## config.mk

```make
export PLATFORM = sky130hd
export DESIGN_NAME = pulse_stretch_gen
export DESIGN_NICKNAME = d
export VERILOG_FILES = /design/src/rtl/pulse_pkg.sv /design/src/rtl/sat_counter.sv /design/src/rtl/pulse_stretch_gen.sv
export SDC_FILE = /design/constraint.sdc
export NUM_CORES = 1
export LEC_CHECK = 0
export ABC_CLOCK_PERIOD_IN_PS = 3000
export BUFFER_PORTS_ARGS = -buffer_cell sky130_fd_sc_hd__buf_2
export CAP_MARGIN = 25
export CORE_AREA = 2 2 39 41
export CTS_BUF_LIST = sky130_fd_sc_hd__clkbuf_4
export DETAILED_ROUTE_END_ITERATION = 6
export DIE_AREA = 0 0 41 43
export GPL_ROUTABILITY_DRIVEN = 0
export HOLD_SLACK_MARGIN = 0.03
export SKIP_CTS_REPAIR_TIMING = 1
export SYNTH_ARGS = -nofsm -noshare
export SYNTH_HDL_FRONTEND = slang
export SYNTH_SLANG_ARGS = --single-unit
```

## constraint.sdc

```tcl
create_clock -name clk -period 3 [get_ports clk]
set_input_delay 0.15 -clock clk [delete_from_list [all_inputs] [get_ports clk]]
set_output_delay 0.15 -clock clk [all_outputs]
set_load 0.01 [all_outputs]
```

## src/rtl/pulse_pkg.sv

```systemverilog
// pulse_pkg: shared types and helpers for pulse_stretch_gen.
//   pulse_state_t : FSM state encoding (IDLE, HIGH, GAP)
//   cnt_width()   : width of the phase down-counter, never below 1
package pulse_pkg;

    typedef enum logic [1:0] {
        IDLE = 2'd0,
        HIGH = 2'd1,
        GAP  = 2'd2
    } pulse_state_t;

    // Enough bits to hold max(high_cycles, low_cycles) - 1.
    function automatic int unsigned cnt_width(input int unsigned high_cycles,
                                              input int unsigned low_cycles);
        int unsigned m;
        int unsigned w;
        m = (high_cycles > low_cycles) ? high_cycles : low_cycles;
        w = $clog2(m);
        return (w < 32'd1) ? 32'd1 : w;
    endfunction

endpackage

```

## src/rtl/sat_counter.sv

```systemverilog
// sat_counter: W-bit up/down counter that saturates at all-ones.
//   clk   : rising-edge clock
//   reset : synchronous active-low reset
//   inc   : request +1
//   dec   : request -1 (inc and dec together cancel)
//   count : registered count value
//   drop  : combinational; an increment is being lost because count is full
module sat_counter #(
    parameter int unsigned W = 3
) (
    input  logic         clk,
    input  logic         reset,
    input  logic         inc,
    input  logic         dec,
    output logic [W-1:0] count,
    output logic         drop
);

    localparam logic [W-1:0] MAX = '1;

    // Net increment with nowhere to go.
    always_comb begin
        drop = 1'b0;
        if (inc && !dec && (count == MAX)) begin
            drop = 1'b1;
        end
    end

    always_ff @(posedge clk) begin
        if (!reset) begin
            count <= '0;
        end else if (inc && !dec && (count != MAX)) begin
            count <= count + W'(1);
        end else if (dec && !inc && (count != '0)) begin
            count <= count - W'(1);
        end
    end

endmodule

```

## src/rtl/pulse_stretch_gen.sv

```systemverilog
// pulse_stretch_gen: turns one-cycle tick strobes into registered level pulses
// HIGH_CYCLES wide, separated by at least LOW_CYCLES low cycles.
// Ticks arriving during a pulse are queued in a saturating pending counter.
// Build option: define PULSE_RETRIG_EN for retrigger mode (tick in HIGH extends
// the pulse, tick in GAP is a 1-bit request; pend and overflow tied to 0).
//   clk      : rising-edge clock
//   reset    : synchronous active-low reset
//   tick     : event strobe, one event per high cycle
//   clr_ovf  : clears sticky overflow
//   level    : registered stretched pulse
//   busy     : high while in HIGH or GAP
//   pend     : queued events not yet emitted
//   overflow : sticky, set when a tick is dropped on a full queue
module pulse_stretch_gen
    import pulse_pkg::*;
#(
    parameter int unsigned HIGH_CYCLES = 4,
    parameter int unsigned LOW_CYCLES  = 2,
    parameter int unsigned PEND_W      = 3
) (
    input  logic              clk,
    input  logic              reset,
    input  logic              tick,
    input  logic              clr_ovf,
    output logic              level,
    output logic              busy,
    output logic [PEND_W-1:0] pend,
    output logic              overflow
);

    localparam int unsigned      CNT_W     = cnt_width(HIGH_CYCLES, LOW_CYCLES);
    localparam logic [CNT_W-1:0] HIGH_LOAD = CNT_W'(HIGH_CYCLES - 1);
    localparam logic [CNT_W-1:0] LOW_LOAD  = CNT_W'(LOW_CYCLES - 1);

    pulse_state_t     state;
    logic [CNT_W-1:0] cnt;
    logic             cnt_zero_c;
    logic             go_high_c;
    logic             retrig_c;

    assign cnt_zero_c = (cnt == '0);

`ifdef PULSE_RETRIG_EN
    logic req;
    logic unused_clr_ovf;

    // A tick before the last gap cycle is remembered; the last cycle uses tick directly.
    always_ff @(posedge clk) begin
        if (!reset) begin
            req <= 1'b0;
        end else begin
            req <= (state == GAP) && !cnt_zero_c && (req || tick);
        end
    end

    assign go_high_c      = req || tick;
    assign retrig_c       = tick;
    assign pend           = '0;
    assign overflow       = 1'b0;
    assign unused_clr_ovf = clr_ovf;
`else
    logic inc_c;
    logic dec_c;
    logic drop_c;

    // A tick in the last gap cycle with an empty queue is both queued and
    // consumed at once, so pend stays unchanged.
    assign inc_c     = tick && (state != IDLE);
    assign go_high_c = (pend != '0) || tick;
    assign dec_c     = (state == GAP) && cnt_zero_c && go_high_c;
    assign retrig_c  = 1'b0;

    sat_counter #(
        .W (PEND_W)
    ) u_pend (
        .clk   (clk),
        .reset (reset),
        .inc   (inc_c),
        .dec   (dec_c),
        .count (pend),
        .drop  (drop_c)
    );

    // Sticky overflow; a drop in the same cycle as clr_ovf keeps it set.
    always_ff @(posedge clk) begin
        if (!reset) begin
            overflow <= 1'b0;
        end else if (drop_c) begin
            overflow <= 1'b1;
        end else if (clr_ovf) begin
            overflow <= 1'b0;
        end
    end
`endif

    // Pulse FSM with registered level/busy.
    always_ff @(posedge clk) begin
        if (!reset) begin
            state <= IDLE;
            cnt   <= '0;
            level <= 1'b0;
            busy  <= 1'b0;
        end else begin
            case (state)
                IDLE: begin
                    if (tick) begin
                        state <= HIGH;
                        cnt   <= HIGH_LOAD;
                        level <= 1'b1;
                        busy  <= 1'b1;
                    end
                end
                HIGH: begin
                    if (retrig_c) begin
                        cnt <= HIGH_LOAD;
                    end else if (cnt_zero_c) begin
                        state <= GAP;
                        cnt   <= LOW_LOAD;
                        level <= 1'b0;
                    end else begin
                        cnt <= cnt - CNT_W'(1);
                    end
                end
                GAP: begin
                    if (cnt_zero_c) begin
                        if (go_high_c) begin
                            state <= HIGH;
                            cnt   <= HIGH_LOAD;
                            level <= 1'b1;
                        end else begin
                            state <= IDLE;
                            busy  <= 1'b0;
                        end
                    end else begin
                        cnt <= cnt - CNT_W'(1);
                    end
                end
                default: begin
                    state <= IDLE;
                    cnt   <= '0;
                    level <= 1'b0;
                    busy  <= 1'b0;
                end
            endcase
        end
    end

endmodule

```

**Word-level counts from Yosys, hierarchy flattened**

Cells that the tools add are included.

- Equal/unequal tests: 10
- $add $sub $neg: 3
- Reductions and logical operators: 21
- Bitwise logic cells: 1
- Muxes and demuxes: 23

Operators by type and width:

| operator | number |
|---|---|
| 2-bit 2-to-1 mux | 7 |
| 2-bit one-hot mux with 3 select lines | 2 |
| 1-bit 2-to-1 mux | 10 |
| 2-bit inequality test, second input constant | 5 |
| 1-bit logical AND | 8 |
| 4-bit AND reduction | 2 |
| 3-bit 2-to-1 mux | 2 |
| 3-bit inequality test, second input constant | 2 |
| 1-bit one-hot mux with 3 select lines | 2 |
| 2-bit nonzero test | 3 |
| 2-bit zero test | 2 |
| 3-bit by 1-bit adder with 3-bit output, second input constant | 1 |
| 3-bit == test, second input constant | 1 |
| 3-bit AND reduction | 1 |
| 3-bit nonzero test | 1 |
| 3-bit by 1-bit subtractor with 3-bit output, second input constant | 1 |
| 2-bit by 1-bit == test with 1-bit output, second input constant | 1 |
| 2-bit == test, second input constant | 1 |
| 1-bit zero test | 2 |
| 2-bit AND reduction | 1 |
| 2-bit by 1-bit subtractor with 2-bit output, second input constant | 1 |
| 1-bit logical OR | 1 |
| 1-bit inverter | 1 |

- Output and inout port bits: 6
- Word-level logic and storage cells: 64
- Register bits after elaboration: 10

**Logic depth before layout (Yosys ltp)**

Gate-level depths: netlist of the first run.

- Word-level depth: 8
- Gate-level depth with buffers: 8

**By module**

Synthesis of the first run repeated with hierarchy kept, for this count alone.

- Cell total of the unflattened synthesis: 83
- Area, all modules: 671.9 µm²

By module, submodules not included:

| module | area an instance (µm²) | times used | cells each |
|---|---|---|---|
| pulse_stretch_gen | 414.1 | 1 | 50 |
| sat_counter | 257.7 | 1 | 33 |

**Worst setup path after synthesis of the first run**

OpenSTA, ideal clock, no wires.

- Path kind: register to register
- Start point: reg cnt[0]
- End point: reg u_pend.count[1]
- Slack: 1127 ps
- Library setup time: 116 ps
- Path buffers: 0
- Data required time: 2884 ps
- Cell stages (with the launch flop): 9
- Data arrival time: 1756 ps
- Cell sequence: dfxtp_1 -> inv_1 -> ha_1 -> and2b_1 -> o211ai_2 -> fa_1 -> nand2_1 -> a21oi_1 -> a41o_1

- Longest elaborated chain between the ends: 7
- Elaborated cells on any way between the ends: 10

Ends and longest elaborated chain:

| what | line | source |
|---|---|---|
| start: declaration | pulse_stretch_gen.sv:36 | `logic [CNT_W-1:0] cnt;` |
| start signal: assignment | pulse_stretch_gen.sv:121 | `cnt <= cnt - CNT_W'(1);` |
| start signal: assignment | pulse_stretch_gen.sv:135 | `cnt <= cnt - CNT_W'(1);` |
| 2-bit zero test * | pulse_stretch_gen.sv:41 | `assign cnt_zero_c = (cnt == '0);` |
| 1-bit logical AND * (2 in series) | pulse_stretch_gen.sv:70 | `assign dec_c = (state == GAP) && cnt_zero_c && go_high_c;` |
| 1-bit zero test | sat_counter.sv:32 | `end else if (inc && !dec && (count != MAX)) begin` |
| 1-bit logical AND (2 in series) | sat_counter.sv:32 |  |
| 3-bit 2-to-1 mux / 2-bit nonzero test (equally long branches) | - |  |
| end signal: assignment | sat_counter.sv:33 | `count <= count + W'(1);` |
| end signal: assignment | sat_counter.sv:35 | `count <= count - W'(1);` |
| end: declaration | sat_counter.sv:15 | `output logic [W-1:0] count,` |

Every way passes the cells marked *; elsewhere a longest branch is shown, timed or not.
A chain may end at the register's enable or synchronous reset.

**Worst setup path in the final report of the first run**

Same ends and word-level chain as after synthesis.

==> metrics.yaml, run 1 <==
fin_crit_sh_pct: 67.95
clkTransAtPathRegs_ps: 80
powerDensity_mw_per_mm2: 550.1
setup_slack_ps: 961.4
fin_area_um2: 648.1
drv_cap: 0
dp_hpwl_um: 774.5
synth-xor-area-share_pct: 0
worstPathRequired_ps: 3170
clkLatencyLatePin_ps: 270
fp.coreArea_mm2: 0.001384
synth_area_leaders: "dfxtp_1 (35%), o21ai_0 (5.3%), a21oi_1 (4.4%), ha_1 (4.4%), nand2_1 (4.0%)"
netlist_area_um2: 568.0
ant_nets: 0
drt-initial-drc-count: 2
critical-path-max-stage-delay_ps: 470
ios: 10
syn-num-nets: 74
drv_slew: 0
grt_pass1_vias: 407
setup_viol: 0
cp_slowest_cell: "fa_1"
crit_family: "adder cells"
dieArea_mm2: 0.001763
path_cells: "inv_1, ha_1, and2b_1, o211ai_2, fa_1, nand2_1, a21oi_1, a41o_1"
num_antenna_cells: 0
synthCells: 67
vias: 482
synthAdderAreaFrac_pct: 7.930
grt_max_degree: 14
outcome: "complete, no violations"
layout.nets: 85
arrival_ps: 2210
placed_area_um2: 621.8
final_layout_size_suffix_gt1_share_pct: 19.48
htree_num_levels: 1
clock_path_buffers: 2
grt_pass1_wl_um: 1718
crit_path_start_kind: "register"
slew_headroom_pct: 75.59
synth_area_per_cell_um2: 8.478
whs_ps: 193.9
finalPower_uw: 356.5
clk_root_buffer_cell: "clkbuf_4"
synth-simple-area-share_pct: 21.81
worst_pin_slew_ps: 365.7
hold_viol: 0
synth_mux_area_share_pct: 3.524
layout_common_cells: "dfxtp_1 (10), buf_2 (9), nand2_1 (6), o21ai_0 (6), a21oi_1 (5)"
power_leakage_nw: 0.2913
grt.overflow.total: 0
dr.pass1.iters: 4
final_core_util_pct: 46.84
cts_tree: "yes"
placement.io_buffers: 9
wl_per_cell_um: 11.66
ir_worst_vdd_mv: 0.4290
dp.cells: 89
seq_area_frac_synth_pct: 35.24
areaGrowthSynthToFinish_pct: 14.10
viasPerCell: 5.183
hold_class: "in2reg"
start_util_pct: 41.05
antenna_found_initial: 0
post-place-ws_ps: 952.7
crit_fanout: 8
fin_skew_ps: 17.75
min_period_ps: 2039
synth.top_cell.area_share_pct: 35.24
fin_cells: 93
grt_setup_unrepaired: "false"
yosys.area.top_type: "dfxtp_1"
remaining_drc_errors: 0
cts_buffers: 3
dieWidth_um: 41
synthDistinctLibCells: 28
timing.critical_path.buf_inv: 1
ys_warn_count: 0
grt.total_usage_pct: 14.83
clock-sinks: 10
totalWireLength_um: 1084
max_freq_mhz: 490.5
synth-compound-area-share_pct: 26.87
final_common_cell: "dfxtp_1"
finalSetupTns_ps: 0
synth_top_family_by_area: "compound AO/OA/AOI/OAI gates"
num_rows: 14
critPathKind: "reg2reg"
synth_seq_cells: 10
worst_setup_path_end_kind: "register"
die_y_um: 43
==> layer usage <==
layer  vias up  share of wire [%]  track usage [%]
met5         -                  0                0
met4         0                  0            4.000
met3         0                5.1            9.424
met2        11                 46            20.31
met1       210                 49            18.95
li1        261                  -                -
==> power breakdown <==
part	switching, mW	internal [mW]	total [mW]	leakage (nW)
combinational	0.0428	0.0449	0.0877	0.194
clock	0.0495	0.0480	0.0975	0.0154
sequential	0.0230	0.148	0.171	0.0824
==> cells in the mapped netlist <==
master / count
a21boi_0: 1
a21boi_2: 1
a21oi_1: 5
a41o_1: 1
and2_1: 3
and2b_1: 1
and3_1: 2
clkbuf_1: 3
dfxtp_1: 10
fa_1: 1
ha_1: 2
inv_1: 4
mux2i_1: 2
nand2_1: 6
nand2b_1: 2
nand3_1: 3
nand3b_1: 1
nor2_1: 2
nor2b_1: 1
o211ai_1: 2
o211ai_2: 1
o21a_1: 1
o21ai_0: 6
o21ai_1: 2
o22ai_1: 1
o311a_1: 1
o31ai_1: 1
or4b_4: 1
==> tightest hold or removal path, delay by kind of cell <==
family | cells | cell delay, ps
AO/OA/AOI/OAI | 1 | 60
buffers and inverters | 1 | 80
AND/OR/NAND/NOR | 1 | 140
==> state kept, by name (all words and copies together), names as in the netlist <==
register	count
overflow	1
busy	1
u_pend.count	3
level	1
state	2
cnt	2
==> final timing paths <==
path         depth (start not counted)  slack [ps]    start              end
min reg2reg                          2         480    level            level
min                                  3         190  clr_ovf         overflow
max                                  8         960   cnt[0]  u_pend.count[1]
max reg2reg                          8         960   cnt[0]  u_pend.count[1]
==> logic make-up (layout without fill, tap and decap cells) <==
group / after synthesis / in the layout
muxes: 2 / 2
DFF: 10 / 10
adders and majority gates: 3 / 3
and+or+nand+nor: 22 / 22
buffers and inverters: 7 / 17
AOI/OAI and AO/OA: 23 / 23
==> cell type report <==
class	count	area, um2
Inverter	4	15.01
Clock inverter	1	3.754
Clock buffer	3	22.52
Tap cell	16	20.02
Fill cell	141	735.7
Multi-Input combinational cell	50	341.6
Timing Repair Buffer	9	45.04
Sequential cell	10	200.2
Power figures use the tool's default switching activity.
==> run 2, diff against run 1 <==
--- a/config.mk
+++ b/config.mk
@@ -5,7 +5,7 @@
 export SDC_FILE = /design/constraint.sdc
 export NUM_CORES = 1
 export LEC_CHECK = 0
-export ABC_CLOCK_PERIOD_IN_PS = 3000
+export ABC_CLOCK_PERIOD_IN_PS = 1800
 export BUFFER_PORTS_ARGS = -buffer_cell sky130_fd_sc_hd__buf_2
 export CAP_MARGIN = 25
 export CORE_AREA = 2 2 39 41
@@ -14,6 +14,7 @@
 export DIE_AREA = 0 0 41 43
 export GPL_ROUTABILITY_DRIVEN = 0
 export HOLD_SLACK_MARGIN = 0.03
+export PLACE_DENSITY = 0.66
 export SKIP_CTS_REPAIR_TIMING = 1
 export SYNTH_ARGS = -nofsm -noshare
 export SYNTH_HDL_FRONTEND = slang
==> constraint.sdc (replaced) <==
create_clock -name clk -period 1.8 [get_ports clk]
set_input_delay 0.09 -clock clk [delete_from_list [all_inputs] [get_ports clk]]
set_output_delay 0.09 -clock clk [all_outputs]
set_load 0.01 [all_outputs]
==> run 2 against run 1 <==
Clock power grew 59%; clock-buffer cell count is the same; sequential share of layout area shrank 2.4 points; wire length grew 7.0%; flip-flop and latch count is the same; utilization grew 4.5 points; worst hold slack lost 48 ps; critical path depth is the same; final area grew 9.7%.
==> metrics.yaml, run 2 (same netlist as run 1, synthesis figures left out) <==
whs_endpoint: "overflow"  # unchanged
r2r_slack_ps: 60  # was 960 ps
final_layout_size_suffix_gt1_share_pct: 34.15  # was 19.48%
setup_viol: 0  # unchanged
max_freq_mhz: 573.9  # was 490.5 MHz
antenna_found_initial: 0  # unchanged
cts_buffers: 3  # unchanged
arrival_ps: 1900  # was 2210 ps
outcome: "complete, no violations"  # unchanged
remaining_drc_errors: 0  # unchanged
reg2reg_depth: 8  # unchanged
clock_path_buffers: 2  # unchanged
grt_use_met1_pct: 19.48  # was 18.95%
grt_pass1_vias: 442  # was 407
worst_setup_path_end_kind: "register"  # unchanged
min_from: "clr_ovf"  # unchanged
critPathKind: "reg2reg"  # unchanged
final_common_cell: "buf_2"  # was dfxtp_1
vias: 533  # was 482
fin_cells: 98  # was 93
drv_slew: 0  # unchanged
dr.pass1.iters: 4  # unchanged
fin_crit_sh_pct: 96.80  # was 67.95%
ios: 10  # unchanged
dieArea_mm2: 0.001763  # unchanged
drv_cap: 0  # unchanged
clk_root_buffer_cell: "clkbuf_4"  # unchanged
layout.nets: 91  # was 85
setup_slack_ps: 57.53  # was 961.4 ps
areaGrowthSynthToFinish_pct: 25.11  # was 14.10%
largest_registers: "u_pend.count (3), cnt (2), state (2)"  # unchanged
layout_common_cells: "buf_2 (9), dfxtp_1 (8), nand2_1 (6), o21ai_0 (6), buf_4 (6)"  # was dfxtp_1 (10), buf_2 (9), nand2_1 (6), o21ai_0 (6), a21oi_1 (5)
hold_class: "in2reg"  # unchanged
dieWidth_um: 41  # unchanged
grt_max_degree: 14  # unchanged
r2r-end: "u_pend.count[1]"  # unchanged
post-place-ws_ps: 23.07  # was 952.7 ps
slew_headroom_pct: 82.24  # was 75.59%
grt_setup_unrepaired: "true"  # was false
grt_pass1_wl_um: 1773  # was 1718 um
htree_num_levels: 1  # unchanged
power_leakage_nw: 0.3202  # was 0.2913 nW
totalWireLength_um: 1160  # was 1084 um
reg2reg_from: "cnt[1]"  # was cnt[0]
powerDensity_mw_per_mm2: 885.3  # was 550.1 mW/mm2
finalSetupTns_ps: 0  # unchanged
fin_area_um2: 710.7  # was 648.1 um2
dp.cells: 95  # was 89
num_antenna_cells: 0  # unchanged
start_util_pct: 41.05  # unchanged
die_y_um: 43  # unchanged
fin_skew_ps: 2.436  # was 17.75 ps
num_rows: 14  # unchanged
worstPathRequired_ps: 1960  # was 3170 ps
placement.io_buffers: 9  # unchanged
ant_nets: 0  # unchanged
crit_path_start_kind: "register"  # unchanged
met2_usage_pct: 20.31  # unchanged
clkLatencyLatePin_ps: 260  # was 270 ps
ir_worst_vdd_mv: 0.3898  # was 0.4290 mV
whs_ps: 145.6  # was 193.9 ps
min_path_cells: 3  # unchanged
largest-register: "u_pend.count"  # unchanged
cts_tree: "yes"  # unchanged
busiest_layer: "met2"  # unchanged
hold_viol: 0  # unchanged
largest_reg_flops: 3  # unchanged
dp_hpwl_um: 801.7  # was 774.5 um
placed_area_um2: 679.4  # was 621.8 um2
wl_per_cell_um: 11.84  # was 11.66 um
fp.coreArea_mm2: 0.001384  # unchanged
grt.overflow.total: 0  # unchanged
grt.total_usage_pct: 15.01  # was 14.83%
crit_fanout: 2  # was 8
worst_pin_slew_ps: 266.1  # was 365.7 ps
clkTransAtPathRegs_ps: 70  # was 80 ps
grtUsageMet3_pct: 4.712  # was 9.424%
drt-initial-drc-count: 8  # was 2
clock-sinks: 10  # unchanged
viasPerCell: 5.439  # was 5.183
min_period_ps: 1742  # was 2039 ps
run 2: per-layer routing:
layer | vias to the layer above | part of all wire [%] | wire, um
met5 | - | 0 | 0
met4 | 0 | 0 | 0
met3 | 0 | 3.4 | 39
met2 | 12 | 47 | 548
met1 | 251 | 49 | 571
li1 | 270 | - | -
run 2: per-stage QoR:
step	power, mW	util, %
after floorplan	0.4089	-
after global placement	0.4693	49.10
after detailed placement	0.4716	49.10
after CTS	0.6259	50.72
after global routing	0.6656	51.36
final	0.6292	51.36
run 2: critical path, stage by stage (launching register included):
cell,delay (ps)
dfxtp_2,320
inv_2,60
ha_4,120
and2b_1,190
o211ai_2,190
fa_2,450
nand2_1,70
a21oi_1,40
a41o_1,200
run 2: worst max-delay path by stage:
stage,start,end,depth (start not counted)
finish,cnt[1],u_pend.count[1],8
global route,cnt[1],u_pend.count[1],8
CTS,cnt[1],u_pend.count[2],7
detailed placement,cnt[1],u_pend.count[2],7
global placement,cnt[1],u_pend.count[2],7
floorplan,cnt[1],u_pend.count[1],8
run 2: power breakdown:
| group | internal (mW) | total [mW] | switching, mW | leakage [nW] |
|---|---|---|---|---|
| Combinational | 0.104 | 0.201 | 0.0971 | 0.223 |
| Clock | 0.0772 | 0.155 | 0.0777 | 0.0138 |
| Sequential | 0.249 | 0.274 | 0.0248 | 0.0829 |
| Total | 0.430 | 0.629 | 0.200 | 0.320 |
run 2: layout make-up:
class / instances / area [um2]
Clock buffer: 3 / 22.52
Fill cell: 129 / 673.1
Inverter: 4 / 15.01
Multi-Input combinational cell: 50 / 360.3
Sequential cell: 10 / 202.7
Tap cell: 16 / 20.02
Timing Repair Buffer: 15 / 90.09
